--- src/rtl/imm_gen_pipe_if.sv ---
`default_nettype none
// ============================================================================
// Module   : imm_gen_pipe_if
// Brief    : Handshake and result bundle for imm_gen_pipe. The slave modport
//            is the generator's view; the master modport is the view of the
//            decode stage feeding it and the ID/EX register draining it.
// Revision : 1.0 - initial release
// ============================================================================
interface imm_gen_pipe_if #(
  parameter int XLEN  = 32,
  parameter int CNT_W = 8
);
  logic             valid_i;
  logic             ready_o;
  logic [31:0]      instr_i;
  logic             valid_o;
  logic             ready_i;
  logic [XLEN-1:0]  imm_o;
  logic [2:0]       type_o;
  logic             illegal_o;
  logic [CNT_W-1:0] illegal_cnt_o;

  modport slave (
    input  valid_i, instr_i, ready_i,
    output ready_o, valid_o, imm_o, type_o, illegal_o, illegal_cnt_o
  );

  modport master (
    output valid_i, instr_i, ready_i,
    input  ready_o, valid_o, imm_o, type_o, illegal_o, illegal_cnt_o
  );
endinterface
`default_nettype wire

--- src/rtl/imm_gen_pipe.sv ---
`default_nettype none
// ============================================================================
// Module   : imm_gen_pipe
// Brief    : Pipelined RV32I/RV64I immediate generator with illegal-opcode
//            flag, saturating illegal counter and a two-entry skid buffer
//            (output register + skid entry) on a valid/ready output.
// Config   : IMM_GEN_BYTE_OFFSET_EN - when defined, B/J immediates are byte
//            offsets (halfword value << 1); otherwise halfword units.
// Revision : 1.0 - initial release
// ============================================================================
module imm_gen_pipe #(
  parameter int XLEN  = 32,
  parameter int CNT_W = 8
) (
  input  wire            clk_i,
  input  wire            rst_i,
  imm_gen_pipe_if.slave  bus
);

  localparam logic [6:0] c_op_reg    = 7'b0110011;
  localparam logic [6:0] c_op_imm    = 7'b0010011;
  localparam logic [6:0] c_op_load   = 7'b0000011;
  localparam logic [6:0] c_op_jalr   = 7'b1100111;
  localparam logic [6:0] c_op_system = 7'b1110011;
  localparam logic [6:0] c_op_store  = 7'b0100011;
  localparam logic [6:0] c_op_branch = 7'b1100011;
  localparam logic [6:0] c_op_lui    = 7'b0110111;
  localparam logic [6:0] c_op_auipc  = 7'b0010111;
  localparam logic [6:0] c_op_jal    = 7'b1101111;
  localparam logic [6:0] c_op_imm32  = 7'b0011011;
  localparam logic [6:0] c_op_reg32  = 7'b0111011;

  localparam logic [2:0] c_type_none = 3'd0;
  localparam logic [2:0] c_type_i    = 3'd1;
  localparam logic [2:0] c_type_s    = 3'd2;
  localparam logic [2:0] c_type_b    = 3'd3;
  localparam logic [2:0] c_type_u    = 3'd4;
  localparam logic [2:0] c_type_j    = 3'd5;

  localparam bit             c_rv64    = (XLEN == 64);
  localparam logic [CNT_W-1:0] c_cnt_max = {CNT_W{1'b1}};

  logic [31:0]      w_instr;
  logic [2:0]       w_type;
  logic             w_illegal;
  logic [XLEN-1:0]  w_imm;
  logic             w_in_xfer;
  logic             w_out_xfer;

  logic             r_or_valid;
  logic [XLEN-1:0]  r_or_imm;
  logic [2:0]       r_or_type;
  logic             r_or_illegal;
  logic             r_sk_valid;
  logic [XLEN-1:0]  r_sk_imm;
  logic [2:0]       r_sk_type;
  logic             r_sk_illegal;
  logic [CNT_W-1:0] r_cnt;

  assign w_instr = bus.instr_i;

  // Ready depends only on reset and skid occupancy, never on valid_i/ready_i.
  assign bus.ready_o = !rst_i && !r_sk_valid;
  assign w_in_xfer   = bus.valid_i && bus.ready_o;
  assign w_out_xfer  = r_or_valid && bus.ready_i;

  // Opcode classification; the *W opcodes exist only on RV64.
  always_comb begin
    w_type    = c_type_none;
    w_illegal = 1'b0;
    case (w_instr[6:0])
      c_op_reg:                                      w_type = c_type_none;
      c_op_imm, c_op_load, c_op_jalr, c_op_system:   w_type = c_type_i;
      c_op_store:                                    w_type = c_type_s;
      c_op_branch:                                   w_type = c_type_b;
      c_op_lui, c_op_auipc:                          w_type = c_type_u;
      c_op_jal:                                      w_type = c_type_j;
      c_op_imm32: begin
        if (c_rv64) w_type = c_type_i;
        else        w_illegal = 1'b1;
      end
      c_op_reg32: begin
        if (!c_rv64) w_illegal = 1'b1;
      end
      default:                                       w_illegal = 1'b1;
    endcase
  end

  // Immediate assembly; signed casts sign-extend from instr[31] to XLEN.
  always_comb begin
    w_imm = '0;
    case (w_type)
      c_type_i: w_imm = XLEN'($signed(w_instr[31:20]));
      c_type_s: w_imm = XLEN'($signed({w_instr[31:25], w_instr[11:7]}));
      c_type_u: w_imm = XLEN'($signed({w_instr[31:12], 12'b0}));
`ifdef IMM_GEN_BYTE_OFFSET_EN
      c_type_b: w_imm = XLEN'($signed({w_instr[31], w_instr[7], w_instr[30:25],
                                       w_instr[11:8], 1'b0}));
      c_type_j: w_imm = XLEN'($signed({w_instr[31], w_instr[19:12], w_instr[20],
                                       w_instr[30:21], 1'b0}));
`else
      c_type_b: w_imm = XLEN'($signed({w_instr[31], w_instr[7], w_instr[30:25],
                                       w_instr[11:8]}));
      c_type_j: w_imm = XLEN'($signed({w_instr[31], w_instr[19:12], w_instr[20],
                                       w_instr[30:21]}));
`endif
      default:  w_imm = '0;
    endcase
  end

  // Output register and skid entry: OR takes new data whenever it is empty
  // or draining; a pending skid entry always has priority so order holds.
  always_ff @(posedge clk_i) begin
    if (rst_i) begin
      r_or_valid   <= 1'b0;
      r_or_imm     <= '0;
      r_or_type    <= c_type_none;
      r_or_illegal <= 1'b0;
      r_sk_valid   <= 1'b0;
      r_sk_imm     <= '0;
      r_sk_type    <= c_type_none;
      r_sk_illegal <= 1'b0;
    end else if (w_out_xfer || !r_or_valid) begin
      if (r_sk_valid) begin
        r_or_valid   <= 1'b1;
        r_or_imm     <= r_sk_imm;
        r_or_type    <= r_sk_type;
        r_or_illegal <= r_sk_illegal;
        r_sk_valid   <= 1'b0;
      end else if (w_in_xfer) begin
        r_or_valid   <= 1'b1;
        r_or_imm     <= w_imm;
        r_or_type    <= w_type;
        r_or_illegal <= w_illegal;
      end else begin
        r_or_valid   <= 1'b0;
      end
    end else if (w_in_xfer) begin
      r_sk_valid   <= 1'b1;
      r_sk_imm     <= w_imm;
      r_sk_type    <= w_type;
      r_sk_illegal <= w_illegal;
    end
  end

  // Saturating count of accepted illegal instructions.
  always_ff @(posedge clk_i) begin
    if (rst_i) begin
      r_cnt <= '0;
    end else if (w_in_xfer && w_illegal && (r_cnt != c_cnt_max)) begin
      r_cnt <= r_cnt + 1'b1;
    end
  end

  assign bus.valid_o       = r_or_valid;
  assign bus.imm_o         = r_or_imm;
  assign bus.type_o        = r_or_type;
  assign bus.illegal_o     = r_or_illegal;
  assign bus.illegal_cnt_o = r_cnt;

endmodule
`default_nettype wire

--- src/flat_wrapper.sv ---
// flat-port wrapper written by rule: the top's interface ports become plain ports
module imm_gen_pipe_flat 
#(
  parameter int XLEN  = 32,
  parameter int CNT_W = 8
)
  (clk_i, rst_i, bus_valid_i, bus_instr_i, bus_ready_i, bus_ready_o, bus_valid_o, bus_imm_o, bus_type_o, bus_illegal_o, bus_illegal_cnt_o);
  imm_gen_pipe_if #(.XLEN(XLEN), .CNT_W(CNT_W)) bus_i ();
  input  wire clk_i;
  input  wire rst_i;
  input wire logic [$bits(bus_i.valid_i)-1:0] bus_valid_i;
  input wire logic [$bits(bus_i.instr_i)-1:0] bus_instr_i;
  input wire logic [$bits(bus_i.ready_i)-1:0] bus_ready_i;
  output wire logic [$bits(bus_i.ready_o)-1:0] bus_ready_o;
  output wire logic [$bits(bus_i.valid_o)-1:0] bus_valid_o;
  output wire logic [$bits(bus_i.imm_o)-1:0] bus_imm_o;
  output wire logic [$bits(bus_i.type_o)-1:0] bus_type_o;
  output wire logic [$bits(bus_i.illegal_o)-1:0] bus_illegal_o;
  output wire logic [$bits(bus_i.illegal_cnt_o)-1:0] bus_illegal_cnt_o;
  assign bus_i.valid_i = bus_valid_i;
  assign bus_i.instr_i = bus_instr_i;
  assign bus_i.ready_i = bus_ready_i;
  assign bus_ready_o = bus_i.ready_o;
  assign bus_valid_o = bus_i.valid_o;
  assign bus_imm_o = bus_i.imm_o;
  assign bus_type_o = bus_i.type_o;
  assign bus_illegal_o = bus_i.illegal_o;
  assign bus_illegal_cnt_o = bus_i.illegal_cnt_o;
  imm_gen_pipe #(.XLEN(XLEN), .CNT_W(CNT_W)) u_core (.clk_i(clk_i), .rst_i(rst_i), .bus(bus_i));
endmodule
--- config.mk ---
export PLATFORM = sky130hd
export DESIGN_NAME = imm_gen_pipe_flat
export DESIGN_NICKNAME = d
export VERILOG_FILES = /design/src/rtl/imm_gen_pipe_if.sv /design/src/rtl/imm_gen_pipe.sv /design/src/flat_wrapper.sv
export SDC_FILE = /design/constraint.sdc
export NUM_CORES = 1
export LEC_CHECK = 0
export CORE_ASPECT_RATIO = 1.4
export CORE_UTILIZATION = 51
export DETAILED_ROUTE_END_ITERATION = 10
export PLACE_DENSITY = 0.8
export SLEW_MARGIN = 10
export SYNTH_ARGS = -nofsm -noshare
export SYNTH_HDL_FRONTEND = slang
export SYNTH_SLANG_ARGS = --single-unit
--- constraint.sdc ---
create_clock -name clk_i -period 1.8 [get_ports clk_i]
set_clock_uncertainty 0.1 [all_clocks]
set_input_delay 0.18 -clock clk_i [delete_from_list [all_inputs] [get_ports clk_i]]
set_output_delay 0.18 -clock clk_i [all_outputs]
set_load 0.02 [all_outputs]
==> qor.yml <==
critical_path:
  endpoint_kind: "register"
  critPathSlowestCell: "or4b_4"
  required_ns: 1.97
  crit_chain: "clkdlybuf4s50_1 > nand2_1 > or4b_4 > a21boi_2 > nor2_1 > buf_12 > a211oi_1"
  cp_slowest_stage_delay_ns: 0.53
  criticalPathCategory: "input pin to register"
  critPathMaxFanout: 12
  crit_path_start_kind: "input pin"
  cp.arrival_ns: 1.92
place:
  gp_congestion: 0.895
  dp.cells: 655
  port_buffers: 81
  place_area_um2: 5210
  dp_hpwl_um: 8000
routing:
  dr.pass1.iters: 4
  via_count: 3966
  wire_per_inst_um: 17.0
  drc: 0
  avgViaCountPerCell: 5.90
  wirelength_um: 11400
  antenna_left: 0
  drtIter0Drc: 272
sta:
  period_minus_slack_ns: 1.75
  drv_slew: 0
  rsz0062_at_grt: "false"
  fmax_ghz: 0.571
  finalCritPeriodShare_pct: 97.2
  tns_ns: 0
  maxSlewHeadroom_pct: 47.5
  hold_viol_final: 0
  setup_violations: 0
  tightestPinTransition_ns: 0.787
run:
  drv_cap: 0
die:
  dieHeight_um: 106
  start_util_pct: 53.3
  die-area_um2: 8100
  row_count: 37
  die_w_um: 76.3
  core_region_area_um2: 7410
  io_pins: 82
logic_synthesis:
  yosysWarningCount: 0
  synth_edf_count: 0
  ys.flop_type: "dfxtp_1"
  synth_area_um2: 3950
  syn_avg_cell_area_um2: 8.54
  syn-instance-count: 462
  synth_nets: 499
  synth_cell_types: 56
  ys_seq_area_share_pct: 41.6
  ys_ff_latch: 82
  async_reset_ff_share_pct: 0
clocking:
  clkSinkCount: 82
  cts_buffers: 9
  clk_pin_slew_ns: 0.08
  worst_skew_pair.late_latency_ns: 0.36
  clock_path_buffers: 2
  cts_tree: "yes"
  cts-root-buf: "clkbuf_8"
  holdBufCountCts: 0
  cts_htree_levels: 3
pwr:
  p_leak_uw: 0.00200
  max-vdd-ir-drop_uv: 507
  pwr_density_cell_nw_per_um2: 698
  power.total_uw: 3830
min_path:
  hp-class: "input pin to register"
global_routing:
  grt_max_degree: 72
  grt_pass1_vias: 3969
  grt_pass1_wl_um: 18700
  grt_util_all_layers_pct: 29.2
  antenna_found_initial: 0
  overflow: 0
finish:
  n_antenna_cell: 0
  finalInstanceArea_um2: 5490
  post-route-util_pct: 74.1
  fillers: 537
  drive_gt1_share_pct: 19.8
  syn_to_final_growth_pct: 39.1
  nets: 608
  final_cells: 672
outcome:
  outcome: "complete, no violations"
==> layout by cell type, fill, tap and decap left out, types with 2 or more instances in the layout <==
cell type and count:
nand2_1 48, nand4b_1 2, inv_1 2, a211oi_2 13, and2_1 4, o22ai_1 13, mux2i_1 4, a221oi_1 8
buf_12 9, nor3_2 2, clkbuf_8 11, a22oi_1 6, xnor2_1 3, nand3_1 16, nand2b_1 6, or3_1 5
nor2b_1 3, nand4_1 3, and3_1 15, buf_4 47, dfxtp_1 82, nor3_1 6, o211ai_1 4, nor2_2 4
nand2b_2 2, o21ai_0 8, a211oi_1 19, dlygate4sd2_1 3, a211o_1 12, nand2_2 2, nor4_1 2, a311oi_1 9
a21oi_1 36, nor2_1 54, clkdlybuf4s50_1 77, a221oi_2 4
==> per-stage QoR <==
stage	hold slack (ns)	setup slack [ns]
2_1_floorplan	0.198	0.145
3_3_place_gp	0.340	-0.469
3_5_place_dp	0.343	-0.513
4_1_cts	0.171	0.0255
5_1_grt	0.192	0.00337
6_report	0.191	0.0496
==> where the power goes <==
part,leakage (uW),switching [uW],internal (uW)
clock network,0.000101,659,709
registers,0.000664,26.8,1860
logic,0.00123,308,270
total,0.00200,993,2840
==> routing by layer <==
metal	vias up	global-route usage, %	part of all wire (%)
met5	-	0	0
met4	0	19.8	4.7
met2	143	51.5	52
met1	1861	32.4	38
met3	39	4.12	4.7
li1	1923	-	-
==> cell families (layout without fill, tap and decap cells) <==
| kind of cell | Yosys count | in the layout | share of synthesized area (%) |
|---|---|---|---|
| compound gates | 146 | 146 | 27.7 |
| simple gates | 183 | 183 | 23.2 |
| mux | 4 | 4 | 1.01 |
| fa+ha+maj | 1 | 1 | 0.317 |
| buf+inv | 42 | 155 | 5.23 |
| flops | 82 | 82 | 41.6 |
| xor+xnor | 4 | 4 | 0.888 |
==> worst max-delay path, delay by kind of cell <==
kind                   cells  cell delay, ns
AND/OR/NAND/NOR            3            0.69
buffers and inverters      2            0.65
AO/OA/AOI/OAI              2            0.39
==> flip-flops by register name, summed over array words and instances (netlist names) <==
signal	cells
u_core.bus.imm_o	32
u_core.r_sk_imm	32
u_core.bus.illegal_cnt_o	8
u_core.bus.type_o	3
u_core.r_sk_type	3
u_core.bus.illegal_o	1
u_core.bus.valid_o	1
u_core.r_sk_illegal	1
u_core.r_sk_valid	1
==> synthesized netlist by cell type (all sizes together) (2+ instances only) <==
master | n | share of area (%)
o22ai | 13 | 2.1
a311oi | 9 | 2.0
a221oi | 13 | 2.9
o211ai | 4 | 0.76
nor2 | 58 | 5.7
nand2b | 8 | 1.3
or3 | 5 | 0.79
a21oi | 37 | 5.0
inv | 2 | 0.19
mux2i | 4 | 1.0
dfxtp | 82 | 42
a211oi | 32 | 7.6
o21ai | 10 | 1.3
nor4 | 2 | 0.32
nand4b | 2 | 0.44
and3 | 15 | 2.4
nand3 | 16 | 2.0
nor3 | 9 | 1.7
a211o | 12 | 2.7
nand2 | 50 | 4.9
nand4 | 3 | 0.48
nor2b | 4 | 0.63
buf | 18 | 2.9
and2 | 6 | 0.98
clkbuf | 22 | 2.1
a22oi | 6 | 1.1
xnor2 | 3 | 0.67
==> area by class of cell <==
type	count	area [um^2]	area share, %
clock buffers	11	151	2.76
clock inverters	4	51.3	0.935
inverters	2	7.51	0.137
multi-input cells	338	2170	39.5
flip-flops and latches	82	1640	29.9
well taps	97	121	2.21
repair buffers	138	1350	24.5
==> what timing repair did <==
action / CTS / global route
endpoints found under the setup margin: 14 / 10
setup buffers: 0 / 2
pin swaps: 0 / 2
endpoints found under the hold margin: 0 / 0
cloned: 0 / 0
gates resized for setup: 8 / 7
==> final timing paths <==
path              cells after the start           startpoint  slack [ns]                           to
setup / recovery                      7       bus_instr_i[5]        0.05          u_core.r_sk_imm[19]
hold / removal                        3                rst_i        0.19  u_core.bus.illegal_cnt_o[3]
setup reg to reg                      6    u_core.r_sk_valid        0.12          u_core.bus.imm_o[5]
hold reg to reg                       2  u_core.r_sk_type[0]        0.35          u_core.r_sk_type[0]
Power figures use the tool's default switching activity.
